**src/rtl/stream_arbiter.sv**
```systemverilog
// Two-to-one round-robin valid/ready merge with burst lock; output is registered and tagged with its source.
// Latency 1 cycle into an empty buffer; readies drop when the 2-entry (or 1-entry) buffer has no room.
module stream_arbiter #(
    parameter int    WIDTH = 32,
    parameter int    BEATS = 1,
    parameter string BURST = "yes"
) (
    input  logic             iCLK,
    input  logic             iRST,
    input  logic             iValid_AM0,
    output logic             oReady_AM0,
    input  logic [WIDTH-1:0] iData_AM0,
    input  logic             iValid_AM1,
    output logic             oReady_AM1,
    input  logic [WIDTH-1:0] iData_AM1,
    output logic             oValid_BM,
    input  logic             iReady_BM,
    output logic [WIDTH-1:0] oData_BM,
    output logic             oSelect_BM
);
    localparam bit DEEP = (BURST == "yes");
    localparam int CW   = $clog2(BEATS + 1);

    typedef struct packed {
        logic             sel;
        logic [WIDTH-1:0] dat;
    } entry_t;

    typedef enum logic [1:0] {IDLE, GRANT0, GRANT1} state_t;

    state_t        state;
    logic [CW-1:0] cnt;
    logic          last;
    entry_t        mem [2];
    logic          wr_ptr;
    logic          rd_ptr;
    logic [1:0]    count;
    logic          space;
    logic          win1;
    logic          acc0;
    logic          acc1;
    logic          push;
    logic          pop;

    // Room is judged from registered occupancy only, so readies never combine with iReady_BM.
    assign space = DEEP ? (count < 2'd2) : (count == 2'd0);

    always_comb begin
        oReady_AM0 = 1'b0;
        oReady_AM1 = 1'b0;
        win1       = iValid_AM1 && (!iValid_AM0 || !last);
        case (state)
            IDLE: begin
                oReady_AM0 = iValid_AM0 && !win1 && space;
                oReady_AM1 = win1 && space;
            end
            GRANT0:  oReady_AM0 = space;
            GRANT1:  oReady_AM1 = space;
            default: ;
        endcase
        if (iRST) begin
            oReady_AM0 = 1'b0;
            oReady_AM1 = 1'b0;
        end
    end

    assign acc0 = iValid_AM0 && oReady_AM0;
    assign acc1 = iValid_AM1 && oReady_AM1;
    assign push = acc0 || acc1;
    assign pop  = oValid_BM && iReady_BM;

    always_ff @(posedge iCLK or posedge iRST) begin
        if (iRST) begin
            state <= IDLE;
            cnt   <= '0;
            last  <= 1'b1;
        end else if (push) begin
            case (state)
                IDLE: begin
                    last <= acc1;
                    if (BEATS > 1) begin
                        state <= acc1 ? GRANT1 : GRANT0;
                        cnt   <= CW'(1);
                    end
                end
                default: begin
                    if (cnt == CW'(BEATS - 1)) begin
                        state <= IDLE;
                        cnt   <= '0;
                    end else begin
                        cnt <= cnt + CW'(1);
                    end
                end
            endcase
        end
    end

    always_ff @(posedge iCLK or posedge iRST) begin
        if (iRST) begin
            count  <= 2'd0;
            wr_ptr <= 1'b0;
            rd_ptr <= 1'b0;
            mem[0] <= '0;
            mem[1] <= '0;
        end else begin
            if (push) begin
                mem[wr_ptr] <= {acc1, acc1 ? iData_AM1 : iData_AM0};
                if (DEEP) wr_ptr <= ~wr_ptr;
            end
            if (pop && DEEP) rd_ptr <= ~rd_ptr;
            count <= count + {1'b0, push} - {1'b0, pop};
        end
    end

    assign oValid_BM  = (count != 2'd0);
    assign oData_BM   = mem[rd_ptr].dat;
    assign oSelect_BM = mem[rd_ptr].sel;
endmodule

```
**config.mk**
```make
export PLATFORM = sky130hd
export DESIGN_NAME = stream_arbiter
export DESIGN_NICKNAME = d
export VERILOG_FILES = /design/src/rtl/stream_arbiter.sv
export SDC_FILE = /design/constraint.sdc
export NUM_CORES = 1
export LEC_CHECK = 0
export BUFFER_PORTS_ARGS = -buffer_cell sky130_fd_sc_hd__buf_2
export CAP_MARGIN = 20
export CORE_MARGIN = 5
export CORE_UTILIZATION = 47
export CTS_CLUSTER_DIAMETER = 120
export DETAILED_ROUTE_END_ITERATION = 6
export GPL_ROUTABILITY_DRIVEN = 0
export HOLD_SLACK_MARGIN = 0.06
export PLACE_DENSITY = 0.85
export SLEW_MARGIN = 20
export SYNTH_ARGS = -nofsm -noshare
export SYNTH_HDL_FRONTEND = slang
export SYNTH_SLANG_ARGS = --single-unit
```
**constraint.sdc**
```tcl
create_clock -name iCLK -period 2.3 [get_ports iCLK]
set_input_delay 0.46 -clock iCLK [delete_from_list [all_inputs] [get_ports iCLK]]
set_output_delay 0.46 -clock iCLK [all_outputs]
set_load 0.01 [all_outputs]
```
After elaboration in Yosys (flattened, before gate mapping)
Index checks and enable logic that the tools add are counted.
{ "totals": {"ff_bits": 71, "output_inout_bits": 36, "in_bits": 69, "wordCells": 41} }
{ "classes": {"muxes": 9, "n_reduce_logical": 14, "n_addsub": 2, "order_cmp": 4, "bitwise_logic": 4} }
{ "ops": {"columns": ["operator", "count"], "rows": [
  ["33-bit 2-to-1 mux", 4],
  ["66-bit bitwise mux", 1],
  ["33-bit demux with 1-bit select", 1],
  ["32-bit 2-to-1 mux", 1],
  ["1-bit logical AND", 8],
  ["2-bit greater-or-equal comparator, second input constant", 2],
  ["1-bit inverter with 2-bit output", 2],
  ["1-bit logical NOT", 3],
  ["2-bit by 1-bit adder with 2-bit output", 1],
  ["1-bit logical OR", 2],
  ["2-bit by 1-bit less-than comparator with 1-bit output, second input constant", 1],
  ["2-bit less-than comparator, second input constant", 1],
  ["1-bit 2-to-1 mux", 2],
  ["1-bit inverter", 2],
  ["2-bit nonzero test", 1],
  ["2-bit by 1-bit subtractor with 2-bit output", 1]
]} }

Longest topological paths before layout
{ "logic_depth": {"depth_word": 11, "mapped_depth": 8} }

Worst setup path after synthesis
Ideal clock, no wire load.
{ "synth_path": {"path_type": "register to register", "start": "register count[1]", "end": "register count[1]", "path_buffers": 0, "stages_incl_launch_ff": 8, "arrival_ns": 1.655, "setup_slack_ns": 0.519, "cell_sequence": "dfrtp_1 or2_2 and2_1 ha_1 inv_1 ha_1 xnor2_1 xnor2_1"} }
{ "synth_via": {"elab_cells_between_ends": 12, "cone_classes": "add/sub (2); order compare (1); mux (2); reduce/logical (7)"} }
{ "synth_rtl": {"columns": ["element", "line", "text"], "rows": [
  ["start: declaration", "37", "logic [1:0] count;"],
  ["start signal: assignment", "111", "count <= count + {1'b0, push} - {1'b0, pop};"],
  ["2-bit nonzero test", "115", "assign oValid_BM = (count != 2'd0);"],
  ["named net oValid_BM", "16", "output logic oValid_BM,"],
  ["1-bit logical AND", "70", "assign pop = oValid_BM && iReady_BM;"],
  ["named net pop", "43", "logic pop;"],
  ["2-bit by 1-bit subtractor with 2-bit output", "111", null]
]} }
The timed path passes the listed nets, and every way through them passes these cells.
A chain may end at the register's enable or synchronous reset.

Final worst setup path
{ "layout_path": {"start": "register count[1]", "end": "output oReady_AM1"} }
{ "layout_via": {"elab_chain_cells": 3} }
{ "layout_lines": {"columns": ["element", "line", "text"], "rows": [
  ["2-bit less-than comparator", "46", "assign space = DEEP ? (count < 2'd2) : (count == 2'd0);"],
  ["1-bit logical AND", "55", "oReady_AM1 = win1 && space;"],
  ["1-bit 2-to-1 mux", "61", "if (iRST) begin"],
  ["end: declaration", "14", "output logic oReady_AM1,"]
]} }
Every way passes these cells.

==> impl_results.md <==
- Reg2reg end: count[1]
- Leakage: 0.001863 µW
- Pint: a little under 4000 µW
- Fin crit period: ~2.0 ns
- Routed WL: about 11000 µm
- Hold WC Path Type: primary input to async pin
- Synth area leaders: dfrtp_1 (46%), a31oi_1 (21%), mux2_2 (9.5%)
- # rows: 32
- Setup TNS: 0 ns
- Comb power frac: 48.7%
- Chip width: around 100 µm
- Largest family of logic cells by synthesized area: compound AO/OA/AOI/OAI gates
- CP arrival: approximately 1.6 ns
- Post-synth top area share: a little under half
- Initial antenna violation count: 0
- CTS tree: built
- Power Dens Cells: 1416 nW/µm²
- Worst Path Buf+Inv: 1
- CP max-delay cell: dfrtp_1
- Unrepaired setup endpoints after global routing: false
- Antenna cell count: 0
- # H-tree levels: 3
- Initial core utilization: 48.71%
- Post-cts resize count: 0
- Synth Register Bits: 71
- Area Growth Syn to Fin: 21.36%
- Rel. slew slack: 55.56%
- Synthesized cell area: around 3800 µm²
- Fin nets: around 530
- Root buffer cell: clkbuf_8
- Mux contribution to synthesized area: 9.524%
- Post-route ant nets: 0
- Max_cap viols: 0
- Synthesized netlist cell count: 372
- WL/cell: 19.05 µm
- Total CTS buffers: 9
- First-pass GRT wire length: 17560 µm
- Status: complete, no violations
- Initial DRC count: around 170
- Sw Ratio: between 30% and 40%
- Leading area contributor after synthesis: dfrtp_1
- Endpoints failing setup: 0
- Post-route cell area: approximately 4600 µm²
- FMAX: just under 500 MHz
- Complex-gate fraction of the synthesized area: a little over a quarter
- Req. time, crit path: about 1.8 ns
- Final Hold Viols: 0
- Fin cells: 564
- Die area: 9945 µm²
- Post-synthesis net count: between 400 and 500
- Flop2flop setup slack: 0.38 ns
- Post-Synth Adder-Cell Area: less than 1%
- Synth Area in XOR/XNOR: less than 1%
- Worst r2r path cells: 7
- Critical Path Source: count[1]
- Clk slew on worst S/H paths: roughly 0.08 ns
- Dpl cells: 548
- I/O pin total: between 100 and 150
- Top cells by count, synth: a31oi_1 (129), dfrtp_1 (70), mux2_2 (32), nand3b_1 (32), o21ai_1 (30)
- Overall Global Routing Usage: 21.90%
- CP startpoint kind: register
- Synth cell types: 27
- Cell Area, Placed: 4370 µm²
- Post-CTS setup buffers: 0
- Syn_area_per_cell: roughly 10 µm²
- Vias per std cell: just over 6
- Count leader, synth: a31oi_1
- Post-synth ARST share: 100.0%
- Syn. warnings: 0
- CP Cell Sequence: or3b_4 > nor2_4 > buf_2
- Clk_lat worst skew: between 0.3 and 0.4 ns
- CP Class: register to output pin
- Cts hold-fix bufs: 0
- Final period util: between 80% and 90%
- Fin. max-slew vios: 0
- Sequential share of power: 34.1%
- Die Y: around 100 µm
- CTS sink cnt: 71
- Clock share of power: between 10% and 20%
- Worst Setup End Kind: output pin
- Util after Layout: between 50% and 60%
- P_sw: about 2600 µW
- Synth Area in Simple Gates: 9.557%
- Gr ovfl total: 0
- Reg2reg start: count[1]
- Maximum vdd drop: ~0.00063 V
- Fraction of layout cells with a size suffix above 1: between 30 and 40%
- Core area: a little under 8000 µm²
- Most used DFF post-synth: dfrtp_1
- Largest net degree at the start of global routing: between 60 and 70
- Post-synthesis sequential area ratio: a little under half
- PortBufs: 104
- CP max stage delay: a little under 0.5 ns
- First-pass DRT Iterations: 4
- Delay-heaviest family, CP: simple AND/OR/NAND/NOR gates
- Total vias in the final route: ~3500
- Clk_skew: 0.008246 ns
- Worst Path Max Fanout: 6
- Measured slew at the worst slew-check pin: between 0.6 and 0.7 ns
- # DRC: 0
- HPWL Detailed: about 7000 µm
- CTS max path bufs: 2
- Vias in the first global route: 3609
- Post-synth EDFFs: 0
- Fill cells: 693
[flip-flops by register name, summed over array words and instances, names as in the netlist]
register  count
rd_ptr        1
wr_ptr        1
count         2
last          1
mem          66
[power by group through the flow]
stage	Combinational (µW)	Clock, µW	Sequential, µW
floorplan	2230	0	2120
global placement	3080	0	2190
detailed placement	3160	0	2240
CTS	3180	1130	2220
global route	3450	1180	2310
finish	3170	1120	2220
[layer usage]
layer  wire length [µm]  track usage [%]
met1               4401            28.62
met3                987            3.927
met4                161            8.088
met5                  0                0
met2               5195            36.28
[cells in the final DEF (no fill, tap or decap), types with 3 or more instances in the layout]
master / n
buf_2: 104
buf_4: 12
nand2_1: 3
dfrtp_1: 70
nand3b_1: 32
o21ai_0: 3
o21ai_1: 30
a31oi_1: 129
inv_1: 4
mux2_2: 32
clkbuf_8: 10
clkinv_2: 3
xnor2_1: 3
[cell type report]
cell class / instances / area [µm²] / area share [%]
multi-input cells: 251 / 1792 / 39.02
flip-flops and latches: 71 / 1778 / 38.72
repair buffers: 118 / 650.6 / 14.17
clock buffers: 10 / 137.6 / 2.997
well taps: 102 / 127.6 / 2.779
clock inverters: 6 / 83.83 / 1.826
inverters: 6 / 22.52 / 0.4905
[cells by family after synthesis]
group / after synthesis
AOI/OAI and AO/OA: 165
xor gates and xnor gates: 4
adders and majority gates: 2
buffers and inverters: 50
DFF: 71
muxes: 32
and+or+nand+nor: 48
[worst max path at each step]
stage	to	cells after the start
2_1_floorplan	count[0]	1
3_3_place_gp	mem[47]	5
3_5_place_dp	count[1]	7
4_1_cts	oReady_AM1	3
5_1_grt	oReady_AM1	3
6_report	oReady_AM1	3
[per-stage QoR]
step                      power [µW]  hold WS, ns  worst slack [ns]
after floorplan                 4353       0.4702           0.04509
after global placement          5267       0.4624            0.4760
after detailed placement        5402       0.4759            0.3837
after CTS                       6533       0.1002            0.2435
after global routing            6943       0.1291            0.2056
final                           6504       0.1072            0.2648
No activity file was read; power rests on OpenSTA's default activity.
